[src/rtl/ddr_cmd_scheduler.sv]
// Closed-page, single-bank DDR command sequencer: ACT -> CAS -> data -> PRE,
// with periodic refresh. Strobes are registered, one cycle wide.
module ddr_cmd_scheduler #(
  parameter int unsigned T_RCD  = 16,
  parameter int unsigned T_RAS  = 39,
  parameter int unsigned T_WR   = 18,
  parameter int unsigned T_RP   = 16,
  parameter int unsigned T_REFI = 512,
  parameter int unsigned T_RFC  = 64,
  parameter int unsigned TW     = 16
) (
  input  logic       clock_t,
  input  logic       reset,
  input  logic       init_done,
  input  logic       req_valid,
  input  logic [1:0] req_rw,
  output logic       req_ready,
  input  logic [7:0] rd_delay,
  input  logic [7:0] wr_delay,
  input  logic [3:0] bl,
  output logic       act_rdy,
  output logic       cas_rdy,
  output logic       rw_rdy,
  output logic       pre_rdy,
  output logic       refresh_rdy,
  output logic       busy
);

  typedef enum logic [3:0] {
    IDLE, ACT, WAIT_RCD, CAS, WAIT_DATA, WAIT_PRE, PRE, WAIT_RP, REF, WAIT_RFC
  } state_t;

  localparam logic [TW-1:0] RCD_LOAD  = TW'(T_RCD - 1);
  localparam logic [TW-1:0] RAS_MIN   = TW'(T_RAS - 1);
  localparam logic [TW-1:0] WR_CYC    = TW'(T_WR);
  localparam logic [TW-1:0] RP_LOAD   = TW'(T_RP - 1);
  localparam logic [TW-1:0] RFC_LOAD  = TW'(T_RFC - 1);
  localparam logic [TW-1:0] REFI_LAST = TW'(T_REFI - 1);

  state_t        state;
  logic [TW-1:0] rcd_t;
  logic [TW-1:0] ras_t;
  logic [TW-1:0] data_t;
  logic [TW-1:0] post_t;
  logic [TW-1:0] rp_t;
  logic [TW-1:0] rfc_t;
  logic [TW-1:0] refi_t;
  logic          ref_pending;
  logic [1:0]    rw_q;
  logic          is_write;
  logic [7:0]    cas_delay;
  logic [TW-1:0] post_load;
  logic          ref_take;

  // Illegal codes (00/11) fall through to READ timing.
  assign is_write  = (rw_q == 2'b10);
  assign cas_delay = is_write ? wr_delay : rd_delay;
  assign post_load = TW'(bl >> 1) + (is_write ? WR_CYC : '0);
  assign ref_take  = (state == IDLE) && init_done && ref_pending;

  assign busy      = (state != IDLE);
  assign req_ready = !reset && (state == IDLE) && init_done && !ref_pending;

  always_ff @(posedge clock_t or posedge reset) begin
    if (reset) begin
      refi_t      <= '0;
      ref_pending <= 1'b0;
    end else begin
      if (ref_take)
        ref_pending <= 1'b0;
      // A fresh expiry wins over the clear; there is no postponement credit.
      if (init_done) begin
        if (refi_t == REFI_LAST) begin
          refi_t      <= '0;
          ref_pending <= 1'b1;
        end else begin
          refi_t <= refi_t + 1'b1;
        end
      end
    end
  end

  // Strobes are raised on the edge entering their state, so every wait
  // state decides one cycle ahead (hence the <=1 / <=2 thresholds).
  always_ff @(posedge clock_t or posedge reset) begin
    if (reset) begin
      state       <= IDLE;
      rcd_t       <= '0;
      ras_t       <= '0;
      data_t      <= '0;
      post_t      <= '0;
      rp_t        <= '0;
      rfc_t       <= '0;
      rw_q        <= '0;
      act_rdy     <= 1'b0;
      cas_rdy     <= 1'b0;
      rw_rdy      <= 1'b0;
      pre_rdy     <= 1'b0;
      refresh_rdy <= 1'b0;
    end else begin
      if (ras_t != '1)
        ras_t <= ras_t + 1'b1;
      case (state)
        IDLE: begin
          if (init_done) begin
            if (ref_pending) begin
              state       <= REF;
              refresh_rdy <= 1'b1;
            end else if (req_valid) begin
              state   <= ACT;
              act_rdy <= 1'b1;
              rw_q    <= req_rw;
              ras_t   <= '0;
            end
          end
        end
        ACT: begin
          act_rdy <= 1'b0;
          rcd_t   <= RCD_LOAD;
          state   <= WAIT_RCD;
        end
        WAIT_RCD: begin
          if (rcd_t <= TW'(1)) begin
            rcd_t   <= '0;
            cas_rdy <= 1'b1;
            state   <= CAS;
          end else begin
            rcd_t <= rcd_t - 1'b1;
          end
        end
        CAS: begin
          cas_rdy <= 1'b0;
          data_t  <= TW'(cas_delay);
          rw_rdy  <= (cas_delay <= 8'd1);
          state   <= WAIT_DATA;
        end
        WAIT_DATA: begin
          if (rw_rdy) begin
            rw_rdy <= 1'b0;
            post_t <= post_load;
            state  <= WAIT_PRE;
          end else begin
            data_t <= data_t - 1'b1;
            rw_rdy <= (data_t == TW'(2));
          end
        end
        WAIT_PRE: begin
          if ((post_t <= TW'(2)) && (ras_t >= RAS_MIN)) begin
            pre_rdy <= 1'b1;
            state   <= PRE;
          end else if (post_t != '0) begin
            post_t <= post_t - 1'b1;
          end
        end
        PRE: begin
          pre_rdy <= 1'b0;
          rp_t    <= RP_LOAD;
          state   <= WAIT_RP;
        end
        WAIT_RP: begin
          if (rp_t <= TW'(1))
            state <= IDLE;
          else
            rp_t <= rp_t - 1'b1;
        end
        REF: begin
          refresh_rdy <= 1'b0;
          rfc_t       <= RFC_LOAD;
          state       <= WAIT_RFC;
        end
        WAIT_RFC: begin
          if (rfc_t <= TW'(1))
            state <= IDLE;
          else
            rfc_t <= rfc_t - 1'b1;
        end
        default: state <= IDLE;
      endcase
    end
  end

endmodule

[config.mk]
export PLATFORM = sky130hd
export DESIGN_NAME = ddr_cmd_scheduler
export DESIGN_NICKNAME = d
export VERILOG_FILES = /design/src/rtl/ddr_cmd_scheduler.sv
export SDC_FILE = /design/constraint.sdc
export NUM_CORES = 1
export LEC_CHECK = 0
export CAP_MARGIN = 20
export CORE_MARGIN = 2
export CORE_UTILIZATION = 50
export CTS_BUF_LIST = sky130_fd_sc_hd__clkbuf_4 sky130_fd_sc_hd__clkbuf_8 sky130_fd_sc_hd__clkbuf_16
export DETAILED_ROUTE_END_ITERATION = 8
export PLACE_DENSITY = 0.68
export SYNTH_ARGS = -nofsm -noshare
export SYNTH_HDL_FRONTEND = slang
export SYNTH_SLANG_ARGS = --single-unit
[constraint.sdc]
create_clock -name clock_t -period 4.9 [get_ports clock_t]
set_input_delay 0.49 -clock clock_t [delete_from_list [all_inputs] [get_ports clock_t]]
set_output_delay 0.49 -clock clock_t [all_outputs]
set_load 0.005 [all_outputs]
==> results of run 1 <==
==> sequential cells by signal (all words and copies together), names as in the netlist, 2 cells and up <==
signal  cells
rw_q        2
ras_t      16
rcd_t      16
rp_t       16
rfc_t      16
post_t     16
data_t     16
refi_t     16
state       4
==> report_power, final <==
part	total [W]	internal, W	switching [W]
clock	0.00138	0.000930	0.000447
sequential	0.00109	0.00105	0.0000327
combinational	0.000107	0.0000519	0.0000550
total	0.00257	0.00204	0.000535
==> worst max-delay path by stage <==
stage | startpoint | to | slack [ns] | depth (start not counted)
floorplan | reset | act_rdy$_DFFE_PP0P_ | 1.11 | 1
global placement | state[2]$_DFFE_PP0P_ | data_t[15]$_DFFE_PP0P_ | 1.90 | 6
detailed placement | state[2]$_DFFE_PP0P_ | data_t[15]$_DFFE_PP0P_ | 1.84 | 6
CTS | state[2]$_DFFE_PP0P_ | data_t[15]$_DFFE_PP0P_ | 1.79 | 6
global route | state[0]$_DFFE_PP0P_ | state[0]$_DFFE_PP0P_ | 1.54 | 6
finish | state[2]$_DFFE_PP0P_ | data_t[15]$_DFFE_PP0P_ | 1.72 | 6
==> final cells by class <==
cell class | count | area, um2
Fill cell | 1119 | 5314
Multi-Input combinational cell | 554 | 3418
Sequential cell | 124 | 3103
Clock buffer | 20 | 460.4
Timing Repair Buffer | 38 | 362.8
Tap cell | 176 | 220.2
Clock inverter | 12 | 192.7
Inverter | 17 | 66.31
==> worst max-delay path: cells and delay by family (launching register included) <==
family | cells | cell delay, ns
simple gates | 4 | 1.46
compound gates | 1 | 0.71
flops | 1 | 0.69
xor+xnor | 1 | 0.16
==> synthesized netlist by cell type (all sizes together) (3+ instances only) <==
master / number / share of area (%)
mux2i: 14 / 2.1
dfrtp: 124 / 47
or4: 11 / 1.2
o41ai: 4 / 0.53
a21o: 4 / 0.45
and3: 6 / 0.56
mux2: 5 / 0.85
a311oi: 4 / 0.53
nor2b: 6 / 0.56
buf: 4 / 0.28
or2: 3 / 0.28
a211oi: 6 / 0.68
o31a: 3 / 0.39
clkbuf: 14 / 0.79
xor2: 25 / 3.3
a31oi: 7 / 0.75
nand2: 54 / 3.0
nor4: 16 / 1.5
ha: 16 / 3.0
o31ai: 7 / 0.79
nor2: 100 / 5.6
nand3: 34 / 2.6
o22ai: 3 / 0.28
inv: 17 / 0.96
a21oi: 34 / 2.6
o21ai: 44 / 3.3
o211ai: 7 / 0.79
or3: 20 / 2.0
xnor2: 26 / 3.4
nor3: 36 / 2.7
nand4: 12 / 1.1
o311ai: 4 / 0.53
nand2b: 6 / 0.56
==> stage by stage <==
step,total power [W],util (%),cells,hold WS [ns]
final,0.002570,59.55,941,0.4326
after global routing,0.002662,59.55,941,0.4500
after CTS,0.002598,59.55,941,0.4334
after detailed placement,0.001212,54.58,909,0.4720
after global placement,0.001208,54.58,909,0.4555
after floorplan,0.001166,-,713,0.4394
==> kinds of logic (layout without fill, tap and decap cells) <==
group,count (synthesis),count (layout)
simple gates,321,321
compound gates,147,147
flops,124,124
xor+xnor,51,51
buf+inv,35,87
mux,19,19
fa+ha+maj,16,16
==> layer usage <==
layer	routed length, um	track usage (%)	vias to the layer above	part of all wire, %
met4	227	7.794	0	1.6
li1	-	-	2685	-
met5	0	0	-	0
met3	539	4.550	21	3.7
met1	6595	28.38	2652	45
met2	7147	35.96	116	49
==> flow_summary.toml, run 1 <==
[outcome]
status = "complete, no violations"

[global_route]
gr-total-overflow = 0
grt_start_max_net_pins = 53
track_usage_pct = 21.74
antenna_found_initial = 0
grt_pass1_wl_mm = 25.01
grt_pass1_vias = 5320

[synth]
synthAdderAreaFrac_pct = 3.008
synthXorXnorAreaFrac_pct = 6.711
synth_top_family_by_area = "simple AND/OR/NAND/NOR gates"
synth_area_um2 = 6656
synth_simple_gate_area_share_pct = 24.06
ys_seq_elements = 124
muxShareOfSynthArea_pct = 2.951
postSynthAreaPerCell_um2 = 9.336
ys_warn_count = 0
synth_cells = 713
synth_compound_area_share_pct = 14.62
synth_edf_count = 0
dominantRegCellSynth = "dfrtp_1"
synthDistinctLibCells = 64
ys_seq_area_share_pct = 46.62
synth_nets = 755
synth-async-reset-ratio_pct = 100.0

[worst_setup_path]
reg2reg_depth = 6
rr_endpoint = "data_t[15]$_DFFE_PP0P_"
crit_chain = "or4b_2 > a21oi_1 > nand4_1 > nor4_1 > xnor2_1 > nor2_1"
worstPathArrival_ns = 3.45
crit_fanout = 19
rrSetupSlack_ns = 1.72
critPathMaxStageDelay_ns = 0.71
cp_data_required_time_ns = 5.17
worstSetupStartpointType = "register"
slowest_stage = "a21oi_1"
end_kind = "register"
critPathKind = "register to register"
r2r-start = "state[2]$_DFFE_PP0P_"

[clocking]
cts_resized = 0
cts_max_level = 4
cts_setup_buffers = 0
clk_pin_slew_worst_paths_ns = 0.06
clock_path_buffers = 2
numCtsBuffers = 17
worstSkewPairLatency_ns = 0.42
cts-root-buf = "clkbuf_16"
cts_tree = "yes"
cts.sinks = 124
postCtsHoldBufs = 0

[floorplanning]
die_area_um2 = 14250
start_util_pct = 50.67
rows = 42
die_h_um = 119.4
die_width_um = 119.4
coreArea_um2 = 13140
pin_count = 33

[placement]
dpl_worst_slack_ns = 1.843
io_buffer_count = 31
place_area_um2 = 7171
place_congestion = 0.8216
dpl.hpwl_mm = 9.968

[route]
drt-initial-drc-count = 459
first_pass_iters = 5
viasPerCell = 5.817
routed_wl_mm = 14.51
wl_per_cell_um = 15.42
postRouteAntennaNets = 0
drc_errors = 0
vias = 5474

[final_layout]
drive_above_1_share_pct = 7.582
layout_commonest_cell = "dfrtp_1"
antenna_cells = 0
fin_area_um2 = 7824
area_growth_pct = 17.54
nets = 794
final_cell_mix = "dfrtp_1, nor2_1, nand2_1"

[sta]
fin_skew_ns = 0.006826
hold_viol_final = 0
final-setup-viol-count = 0
finalCriticalPeriod_ns = 3.180
slew_violations = 0
fmax_mhz = 314.4
worstMarginPinSlew_ns = 0.9144
fin_setup_tns_ns = 0
layout_setup_ws_ns = 1.720
period_share_pct = 64.91
relSlewSlack_pct = 38.82
rsz0062_at_grt = "false"

[power]
p_leak_nw = 3.497
powerDensity_nw_per_um2 = 328.5
peakVddDrop_mv = 0.2621

[job]
drv_cap = 0

[worst_hold_path]
hold_class = "input port to async pin"
(Power assumes the default switching activity.)
==> inputs of run 2 (changes only) <==
--- a/config.mk
+++ b/config.mk
@@ -10,7 +10,7 @@
 export CORE_UTILIZATION = 50
 export CTS_BUF_LIST = sky130_fd_sc_hd__clkbuf_4 sky130_fd_sc_hd__clkbuf_8 sky130_fd_sc_hd__clkbuf_16
 export DETAILED_ROUTE_END_ITERATION = 8
-export PLACE_DENSITY = 0.68
+export PLACE_DENSITY = 0.71
 export SYNTH_ARGS = -nofsm -noshare
 export SYNTH_HDL_FRONTEND = slang
 export SYNTH_SLANG_ARGS = --single-unit
==> constraint.sdc (replaced) <==
create_clock -name clock_t -period 2.7 [get_ports clock_t]
set_input_delay 0.27 -clock clock_t [delete_from_list [all_inputs] [get_ports clock_t]]
set_output_delay 0.27 -clock clock_t [all_outputs]
set_load 0.005 [all_outputs]
==> run 2 against run 1 <==
  * Wire length is 1.5% higher
  * Critical path depth stayed put
  * Die area stayed put
  * Global-route usage is 0.42 points higher
  * Clock power is 72% higher
  * Final area is 2.0% higher
  * Sequential share of layout area is 0.76 points lower
  * Worst hold slack worse by 0.015 ns
  * Combinational power is 86% higher
  * Via count is 1.1% higher
  * Largest cell class unchanged
==> flow_summary.toml, run 2 (synthesis gave the netlist of run 1 again) <==
[outcome]
status = "complete, no violations"

[final_layout]
multiInputGateArea_um2 = 3456
register_area_um2 = 3103
antenna_cells = 0
layout_commonest_cell = "dfrtp_1"
num-fill-cells = 1137
final_util_pct = 60.71
area_growth_pct = 19.83
drive_above_1_share_pct = 10.09
nets = 812
final_cell_mix = "dfrtp_1, nor2_1, nand2_1"

[global_route]
grt_pass1_wl_mm = 25.52
gr-total-overflow = 0
antenna_found_initial = 0
grt_start_max_net_pins = 125
grt_pass1_vias = 5536
track_usage_pct = 22.16

[sta]
period_share_pct = 94.53
relSlewSlack_pct = 52.01
slew_violations = 0
final-setup-viol-count = 0
layout_setup_ws_ns = 0.1478
fin_skew_ns = 0.007176
rsz0062_at_grt = "false"
fmax_mhz = 391.8
worstMarginPinSlew_ns = 0.7132
finalCriticalPeriod_ns = 2.552
hold_viol_final = 0
fin_setup_tns_ns = 0

[clocking]
numCtsBuffers = 17
cts-root-buf = "clkbuf_16"
clock_path_buffers = 2
cts_max_level = 4
cts_tree = "yes"
clk_pin_slew_worst_paths_ns = 0.06
cts.sinks = 124
worstSkewPairLatency_ns = 0.42

[job]
drv_cap = 0

[power]
p_seq_share_pct = 43.4
power_frac_clock_pct = 52.3
powerDensity_nw_per_um2 = 570.3
p_leak_nw = 3.579
combinationalPowerShare_pct = 4.4
peakVddDrop_mv = 0.4435
p_switching_w = 0.0009739
p_int_w = 0.003575
switching_share_pct = 21.41

[worst_setup_path]
rrSetupSlack_ns = 0.15
crit_chain = "or4_1 > or4_1 > o2111ai_4 > nor3_1 > xnor2_1 > nor2_1"
crit_family = "simple AND/OR/NAND/NOR gates"
cp_data_required_time_ns = 3.00
crit_path_frequent_cell = "or4_1"
worstSetupStartpointType = "register"
crit_fanout = 8
worstPathArrival_ns = 2.86
critPathMaxStageDelay_ns = 0.66
slowest_stage = "or4_1"
end_kind = "register"
critPathKind = "register to register"
worstPathBufferInverterCount = 0

[floorplanning]
die_h_um = 119.4
coreArea_um2 = 13140
die_width_um = 119.4
start_util_pct = 50.67
die_area_um2 = 14250
pin_count = 33
rows = 42

[route]
routed_wl_mm = 14.72
drc_errors = 0
first_pass_iters = 5
vias = 5536
viasPerCell = 5.773
wl_per_cell_um = 15.35
postRouteAntennaNets = 0
drt-initial-drc-count = 520

[worst_hold_path]
hold_class = "input port to async pin"

[placement]
dpl.hpwl_mm = 10.19
dpl_worst_slack_ns = 0.1346
io_buffer_count = 31
place_congestion = 0.8424
-- run 2: cell count changes in the layout (fill, tap and decap cells not counted), sizes merged --
| cell | change |
|---|---|
| buf | +18 |
| clkinv | +1 |
| bufinv | -1 |
| inv | -1 |
| clkinvlp | +1 |
-- run 2: tightest hold or removal path, cell delays in order --
cell,delay (ns)
clkdlybuf4s50_1,0.45
clkinvlp_4,0.10
buf_12,0.48
-- run 2: cell type report --
class / instances / share of cell area, %
flip-flops and latches: 124 / 38.90
inverters: 17 / 0.8471
multi-input cells: 554 / 43.33
well taps: 176 / 2.761
clock inverters: 12 / 2.149
repair buffers: 56 / 6.400
clock buffers: 20 / 5.616
-- run 2: power by group through the flow --
stage,Combinational [W],Clock (W),Sequential [W]
after global routing,0.000232,0.00251,0.00198
after global placement,0.000192,0,0.00200
after CTS,0.000205,0.00242,0.00197
final,0.000199,0.00238,0.00197
after floorplan,0.000127,0,0.00199
after detailed placement,0.000201,0,0.00201
-- run 2: metal layers --
| layer | global-route usage (%) | part of all wire [%] |
|---|---|---|
| met5 | 0 | 0 |
| met4 | 8.750 | 1.9 |
| met3 | 5.508 | 2.9 |
| met2 | 35.92 | 49 |
| met1 | 28.69 | 46 |
-- run 2: worst paths after layout --
kind,from,to,depth (start not counted)
setup / recovery,rp_t[2]$_DFFE_PP0P_,rp_t[7]$_DFFE_PP0P_,6
min in group clock_t,req_rw[0],rw_q[0]$_DFFE_PP0P_,2
hold reg to reg,post_t[11]$_DFFE_PP0P_,post_t[11]$_DFFE_PP0P_,1
setup reg to reg,rp_t[2]$_DFFE_PP0P_,rp_t[7]$_DFFE_PP0P_,6
hold / removal,reset,ref_pending$_DFF_PP0_,3
max in group asynchronous,reset,data_t[6]$_DFFE_PP0P_,3
-- run 2: what timing repair did --
action,4_1_cts,5_1_grt
endpoints found under the setup margin,1,19
setup buffers,0,0
hold buffers,0,0
pin swaps,0,0
gates resized for setup,1,5
-- run 2: stage by stage --
| stage | area (um2) | hold WS, ns | power [W] | std cells |
|---|---|---|---|---|
| 6_report | 7976 | 0.4180 | 0.004549 | 959 |
| 5_1_grt | 7976 | 0.4685 | 0.004724 | 959 |
| 4_1_cts | 7939 | 0.4518 | 0.004597 | 959 |
| 3_5_place_dp | 7320 | 0.4698 | 0.002206 | 927 |
| 3_3_place_gp | 7320 | 0.4608 | 0.002193 | 927 |
| 2_1_floorplan | 6660 | 0.4217 | 0.002117 | 713 |
==> inputs of run 3 (changes only) <==
--- a/config.mk
+++ b/config.mk
@@ -14,3 +14,4 @@
 export SYNTH_ARGS = -nofsm -noshare
 export SYNTH_HDL_FRONTEND = slang
 export SYNTH_SLANG_ARGS = --single-unit
+export TNS_END_PERCENT = 50
==> results of run 3 <==
Same layout as run 2: the final DEF is identical, and so are final timing and power.
